`config.mk`:
```
export PLATFORM = sky130hd
export DESIGN_NAME = mux_arb_nch_flat
export DESIGN_NICKNAME = d
export VERILOG_FILES = /design/src/rtl/mux_arb_nch_pkg.sv /design/src/rtl/mux_arb_nch_if.sv /design/src/rtl/mux_arb_nch_rr_arbiter.sv /design/src/rtl/mux_arb_nch.sv /design/src/flat_wrapper.sv
export SDC_FILE = /design/constraint.sdc
export NUM_CORES = 1
export LEC_CHECK = 0
export CAP_MARGIN = 5
export CELL_PAD_IN_SITES_DETAIL_PLACEMENT = 1
export CELL_PAD_IN_SITES_GLOBAL_PLACEMENT = 1
export CORE_MARGIN = 3
export CORE_UTILIZATION = 26
export CTS_CLUSTER_SIZE = 16
export DETAILED_ROUTE_END_ITERATION = 7
export PLACE_DENSITY_LB_ADDON = 0.25
export SLEW_MARGIN = 0
export SYNTH_ARGS = -nofsm -noshare
export SYNTH_HDL_FRONTEND = slang
export SYNTH_SLANG_ARGS = --single-unit
```
`constraint.sdc`:
```
create_clock -name clk -period 3.5 [get_ports clk]
set_clock_uncertainty 0.05 [all_clocks]
set_input_delay 0.525 -clock clk [delete_from_list [all_inputs] [get_ports clk]]
set_output_delay 0.525 -clock clk [all_outputs]
set_load 0.03 [all_outputs]
```
`src/rtl/mux_arb_nch_pkg.sv`:
```
// Shared constants and helpers for the N-channel registered mux/arbiter.
package mux_arb_pkg;

    localparam logic MODE_FIXED = 1'b0;
    localparam logic MODE_RR    = 1'b1;

    // Increment with wrap at n; used to advance the round-robin pointer.
    function automatic int unsigned wrap_inc(input int unsigned v, input int unsigned n);
        return (v + 1 >= n) ? 0 : v + 1;
    endfunction

endpackage

```
`src/rtl/mux_arb_nch_if.sv`:
```
// Stream/control bundle between N upstream sources, the mux and one sink.
interface mux_arb_nch_if #(
    parameter int N = 16,
    parameter int W = 4
);
    localparam int SW = (N > 1) ? $clog2(N) : 1;

    logic [N*W-1:0] in_data;
    logic [N-1:0]   in_valid;
    logic [N-1:0]   in_ready;
    logic           mode;
    logic [SW-1:0]  sel;
    logic [W-1:0]   out_data;
    logic           out_valid;
    logic           out_ready;
    logic [SW-1:0]  out_sel;

    modport master (
        output in_data, in_valid, mode, sel, out_ready,
        input  in_ready, out_data, out_valid, out_sel
    );

    modport slave (
        input  in_data, in_valid, mode, sel, out_ready,
        output in_ready, out_data, out_valid, out_sel
    );
endinterface

```
`src/rtl/mux_arb_nch_rr_arbiter.sv`:
```
// Round-robin grant search: masked (>= ptr) priority encoder, falling back to
// the unmasked encoder when nothing at or above ptr is requesting.
module rr_arbiter #(
    parameter int N  = 16,
    parameter int SW = (N > 1) ? $clog2(N) : 1
) (
    input  logic [N-1:0]  req_i,
    input  logic [SW-1:0] ptr_i,
    output logic [SW-1:0] gnt_idx_o,
    output logic          gnt_vld_o
);

    logic [N-1:0]  masked;
    logic [SW-1:0] m_idx;
    logic          m_vld;
    logic [SW-1:0] u_idx;
    logic          u_vld;

    always_comb begin
        masked = '0;
        for (int k = 0; k < N; k++) begin
            masked[k] = req_i[k] && (k >= int'(ptr_i));
        end
    end

    // Downward scan so the lowest set index wins.
    always_comb begin
        m_idx = '0;
        m_vld = 1'b0;
        u_idx = '0;
        u_vld = 1'b0;
        for (int k = N - 1; k >= 0; k--) begin
            if (masked[k]) begin
                m_idx = SW'(k);
                m_vld = 1'b1;
            end
            if (req_i[k]) begin
                u_idx = SW'(k);
                u_vld = 1'b1;
            end
        end
    end

    assign gnt_idx_o = m_vld ? m_idx : u_idx;
    assign gnt_vld_o = u_vld;

endmodule

```
`src/rtl/mux_arb_nch.sv`:
```
// N-channel W-bit registered multiplexer with fixed-select and round-robin
// arbitration, valid/ready on every input and one registered output stage.
module mux_arb_nch
    import mux_arb_pkg::*;
#(
    parameter int N = 16,
    parameter int W = 4
) (
    input  logic          clk,
    input  logic          rst_n,
    mux_arb_nch_if.slave  bus
);

    localparam int SW = (N > 1) ? $clog2(N) : 1;

    logic [W-1:0]  out_data_q, out_data_d;
    logic [SW-1:0] out_sel_q, out_sel_d;
    logic          out_valid_q, out_valid_d;
    logic [SW-1:0] ptr_q, ptr_d;

    logic          ld;
    logic          rr_mode;
    logic [SW-1:0] rr_idx;
    logic          rr_vld;
    logic [SW-1:0] fix_idx;
    logic          fix_vld;
    logic [SW-1:0] gnt_idx;
    logic          gnt_vld;
    logic          xfer;
    logic [W-1:0]  gnt_data;

    rr_arbiter #(.N(N), .SW(SW)) u_rr (
        .req_i     (bus.in_valid),
        .ptr_i     (ptr_q),
        .gnt_idx_o (rr_idx),
        .gnt_vld_o (rr_vld)
    );

    assign ld      = ~out_valid_q | bus.out_ready;
    assign rr_mode = (bus.mode == MODE_RR);

    // Out-of-range select values (non power-of-two N) never grant.
    always_comb begin
        fix_idx = bus.sel;
        fix_vld = 1'b0;
        if (int'(bus.sel) < N) begin
            fix_vld = bus.in_valid[bus.sel];
        end
    end

    assign gnt_idx = rr_mode ? rr_idx : fix_idx;
    assign gnt_vld = rr_mode ? rr_vld : fix_vld;
    assign xfer    = ld & gnt_vld;

    always_comb begin
        bus.in_ready = '0;
        for (int k = 0; k < N; k++) begin
            bus.in_ready[k] = rst_n & xfer & (gnt_idx == SW'(k));
        end
    end

    always_comb begin
        gnt_data = '0;
        for (int k = 0; k < N; k++) begin
            if (gnt_idx == SW'(k)) begin
                gnt_data = bus.in_data[k*W +: W];
            end
        end
    end

    always_comb begin
        out_data_d  = out_data_q;
        out_sel_d   = out_sel_q;
        out_valid_d = out_valid_q;
        ptr_d       = ptr_q;
        if (ld) begin
            if (gnt_vld) begin
                out_data_d  = gnt_data;
                out_sel_d   = gnt_idx;
                out_valid_d = 1'b1;
                if (rr_mode) begin
                    ptr_d = SW'(wrap_inc(int'(gnt_idx), N));
                end
            end else begin
                out_valid_d = 1'b0;
            end
        end
    end

    always_ff @(posedge clk or negedge rst_n) begin
        if (!rst_n) begin
            out_data_q  <= '0;
            out_sel_q   <= '0;
            out_valid_q <= 1'b0;
            ptr_q       <= '0;
        end else begin
            out_data_q  <= out_data_d;
            out_sel_q   <= out_sel_d;
            out_valid_q <= out_valid_d;
            ptr_q       <= ptr_d;
        end
    end

    assign bus.out_data  = out_data_q;
    assign bus.out_sel   = out_sel_q;
    assign bus.out_valid = out_valid_q;

endmodule
```
`src/flat_wrapper.sv`:
```
// flat-port wrapper written by rule: the top's interface ports become plain ports
module mux_arb_nch_flat import mux_arb_pkg::*;
#(
    parameter int N = 16,
    parameter int W = 4
)
  (clk, rst_n, bus_in_data, bus_in_valid, bus_mode, bus_sel, bus_out_ready, bus_in_ready, bus_out_data, bus_out_valid, bus_out_sel);
  mux_arb_nch_if #(.N(N), .W(W)) bus_i ();
  input  logic clk;
  input  logic rst_n;
  input wire logic [$bits(bus_i.in_data)-1:0] bus_in_data;
  input wire logic [$bits(bus_i.in_valid)-1:0] bus_in_valid;
  input wire logic [$bits(bus_i.mode)-1:0] bus_mode;
  input wire logic [$bits(bus_i.sel)-1:0] bus_sel;
  input wire logic [$bits(bus_i.out_ready)-1:0] bus_out_ready;
  output wire logic [$bits(bus_i.in_ready)-1:0] bus_in_ready;
  output wire logic [$bits(bus_i.out_data)-1:0] bus_out_data;
  output wire logic [$bits(bus_i.out_valid)-1:0] bus_out_valid;
  output wire logic [$bits(bus_i.out_sel)-1:0] bus_out_sel;
  assign bus_i.in_data = bus_in_data;
  assign bus_i.in_valid = bus_in_valid;
  assign bus_i.mode = bus_mode;
  assign bus_i.sel = bus_sel;
  assign bus_i.out_ready = bus_out_ready;
  assign bus_in_ready = bus_i.in_ready;
  assign bus_out_data = bus_i.out_data;
  assign bus_out_valid = bus_i.out_valid;
  assign bus_out_sel = bus_i.out_sel;
  mux_arb_nch #(.N(N), .W(W)) u_core (.clk(clk), .rst_n(rst_n), .bus(bus_i));
endmodule
```
==> metrics.md <==
| Metric | Value |
|---|---|
| DR vias | `3,835` |
| DRT Wirelength | `15,850 um` |
| Primary FF master, synth | `dfrtp_1` |
| GRT Residual Overflow | `0` |
| Fin. Hold Viols | `0` |
| Worst Hold Path EP | `u_core.bus.out_sel[2]` |
| RSZ-0062 raised after global routing | `yes` |
| Clk pin slew, worst setup/hold paths | `0.07 ns` |
| Cell Area, Synth | `2273 sq um` |
| CP arrival | `4.06 ns` |
| Worst Tran Pin Value | `0.8855 ns` |
| Clock root buffer master | `clkbuf_8` |
| Post-DP Area | `4154 sq um` |
| Chip Width | `99.51 um` |
| Remaining antenna violation count | `0` |
| Period minus WS final | `3.935 ns` |
| Initial DRC count | `236` |
| Hold Path Origin | `u_core.bus.out_sel[2]` |
| P_leak | `2.128 nW` |
| Fmax | `254.1 MHz` |
| Final setup violation count | `20` |
| Clock sinks | `13` |
| HP Class | `reg -> reg` |
| R2R Setup Slk | `-0.44 ns` |
| Reg2reg end | `u_core.bus.out_data[1]` |
| Final worst-path cycle share | `1.124` |
| Syn-to-layout area delta | `122.8%` |
| Antenna violations before repair | `0` |
| Boundary pin count | `113` |
| Core Box Area | `8341 sq um` |
| Routability cong. | `0.8402` |
| CP Launch Type | `flop` |
| Asr flop ratio synth | `1.000` |
| Total CTS buffers | `3` |
| H-tree depth | `1` |
| Share of cells above drive strength 1 | `0.4683` |
| Routed wire per std cell | `24.72 um` |
| Post-synth EDFFs | `0` |
| Synth warn | `0` |
| Die Area | `9902 sq um` |
| Mapped Nets | `398` |
| Worst EP required | `3.62 ns` |
| TritonCTS clock tree | `yes` |
| Nets | `629` |
| Post-Syn Instances | `306` |
| Crit path max fanout | `7` |
| Worst Setup Path Type | `reg -> reg` |
| Fin Setup TNS | `-4.298 ns` |
| # DRC | `0` |
| R2r worst-path depth | `18` |
| Die H | `99.51 um` |
| Largest net degree at the start of global routing | `15` |
| Ant diodes | `0` |
| Relative max-transition margin | `0.4069` |
| # fillers | `1,003` |
| Clock buffer depth | `2` |
| Setup ws final | `-0.4351 ns` |
| Number of global-route vias before repair | `3,774` |
| Clock latency at the later pin of the worst-skew pair | `0.27 ns` |
| Max-slew violation count | `0` |
| Hold buffer count at cts | `0` |
| Max-cap viol count | `0` |
| Kind of end point of the critical path | `flop` |
| Distinct cell type count of the synthesized netlist | `77` |
| Initial core utilization | `0.2726` |
| Via/cell ratio | `5.983` |
| Utilization after layout | `0.6073` |
| Status | `finished with violations` |
| Largest vdd supply drop | `231.1 uV` |
| IO Port Bufs | `112` |
| Avg Synthesized Cell Area | `7.430 sq um` |
| Design area | `5065 sq um` |
| Dpl ws | `-0.7314 ns` |
| Register area share after synthesis | `0.1431` |
| First-pass iteration count of the detailed router | `5` |
| Reg2reg start | `u_core.ptr_q[1]` |
| Failing checks | `setup timing` |
| First-pass GRT wire length | `20,140 um` |
| Dpl hpwl | `9623 um` |
| Hold Path Depth | `2` |
| # rows | `33` |
| Fin Hold WS | `0.4758 ns` |
| Gr usage total | `0.2534` |
| PD cells | `702.8 nW/um^2` |
| FF+latch count, synth | `13` |
[what timing repair did]
| item | CTS | global route |
|---|---|---|
| pin swaps | 32 | 31 |
| resized for setup | 75 | 80 |
| setup endpoints to repair | 20 | 20 |
| buffers inserted | 16 | 28 |
[power breakdown]
part	leakage (nW)	switching, mW	internal [mW]
Combinational	1.96	1.60	1.52
Sequential	0.148	0.0667	0.217
Clock	0.0228	0.0750	0.0813
[cells in the final DEF, fill, tap and decap left out, types with 4 or more instances in the layout]
| master | netlist | layout |
|---|---|---|
| a21oi_1 | 14 | 11 |
| a221oi_2 | 1 | 4 |
| a22oi_1 | 8 | 7 |
| a31oi_1 | 6 | 4 |
| buf_12 | 0 | 4 |
| buf_4 | 2 | 119 |
| buf_6 | 5 | 28 |
| clkdlybuf4s50_1 | 0 | 78 |
| dfrtp_1 | 13 | 12 |
| dlygate4sd2_1 | 0 | 9 |
| dlymetal6s2s_1 | 0 | 5 |
| ha_4 | 0 | 4 |
| inv_1 | 13 | 10 |
| mux2i_1 | 6 | 6 |
| mux4_2 | 5 | 5 |
| nand2_1 | 28 | 25 |
| nand3_1 | 11 | 6 |
| nand3_4 | 0 | 4 |
| nor2_1 | 45 | 32 |
| nor2_2 | 0 | 4 |
| nor2_4 | 0 | 9 |
| o211ai_1 | 4 | 4 |
| o21ai_0 | 18 | 11 |
| o21ai_1 | 2 | 4 |
| o21ai_2 | 0 | 4 |
| o22ai_1 | 6 | 5 |
[critical path: stages, from the launching register on]
cell      delay, ns
dfrtp_1        0.43
buf_12         0.17
and4b_1        0.17
or3_4          0.42
nor3b_4        0.18
nor4_2         0.30
o21ai_1        0.18
o21ai_2        0.14
inv_2          0.10
ha_4           0.18
buf_6          0.11
nor2b_4        0.24
buf_6          0.14
a221oi_2       0.05
o31ai_2        0.28
mux2i_1        0.15
nor2_1         0.15
o221ai_1       0.13
a31oi_1        0.25
[cell usage after synthesis (6+ instances only)]
master    number  area [sq um]
o22ai_1        6         37.54
nand2_1       28         105.1
nor2_1        45         168.9
nor3_1         6         30.03
nor2b_1        6         37.54
nand3_1       11         55.05
o21ai_0       18         90.09
a22oi_1        8         60.06
inv_1         13         48.80
a21oi_1       14         70.07
dfrtp_1       13         325.3
mux2i_1        6         60.06
a31oi_1        6         37.54
clkbuf_1      13         48.80
[metal layers]
metal,vias to the layer above,GRT usage,share of wire
met5,-,0,0
met4,0,0.05987,0.032
met3,55,0.02945,0.075
met2,253,0.4220,0.49
met1,1881,0.3501,0.40
li1,1646,-,-
[metrics by stage]
step / instances / total power [mW]
after floorplan: 306 / 1.480
after global placement: 596 / 2.392
after detailed placement: 596 / 2.449
after CTS: 615 / 2.886
after global routing: 641 / 3.704
final: 641 / 3.560
[worst max path at each step]
| stage | start | depth (start not counted) | slack, ns | to |
|---|---|---|---|---|
| 3_3_place_gp | bus_in_valid[2] | 16 | -0.58 | u_core.bus.out_data[2] |
| 4_1_cts | bus_in_valid[8] | 14 | -0.01 | u_core.bus.out_data[2] |
| 6_report | u_core.ptr_q[1] | 18 | -0.44 | u_core.bus.out_data[1] |
| 3_5_place_dp | bus_in_valid[2] | 17 | -0.73 | u_core.bus.out_data[2] |
| 2_1_floorplan | u_core.ptr_q[0] | 11 | 0.004 | bus_in_ready[13] |
| 5_1_grt | u_core.ptr_q[3] | 17 | -0.50 | u_core.bus.out_data[1] |
[cell families after synthesis]
group	after synthesis	synth area share
multiplexers	14	0.09907
buffers and inverters	36	0.08035
flip-flops	13	0.1431
AND/OR/NAND/NOR	130	0.2873
adder cells (fa/ha/maj)	4	0.02202
AO/OA/AOI/OAI	109	0.3682
[registers in the layout, indices dropped and copies added (netlist names)]
register	flops
u_core.bus.out_data	4
u_core.bus.out_sel	4
u_core.ptr_q	4
u_core.bus.out_valid	1
[area by class of cell]
type,count,area [sq um],area share
clock buffers,4,45.04,0.008893
inverters,14,55.05,0.01087
multi-input cells,257,2250,0.4442
flip-flops and latches,13,326.6,0.06448
well taps,105,131.4,0.02594
repair buffers,248,2257,0.4457
(Power assumes the default switching activity.)
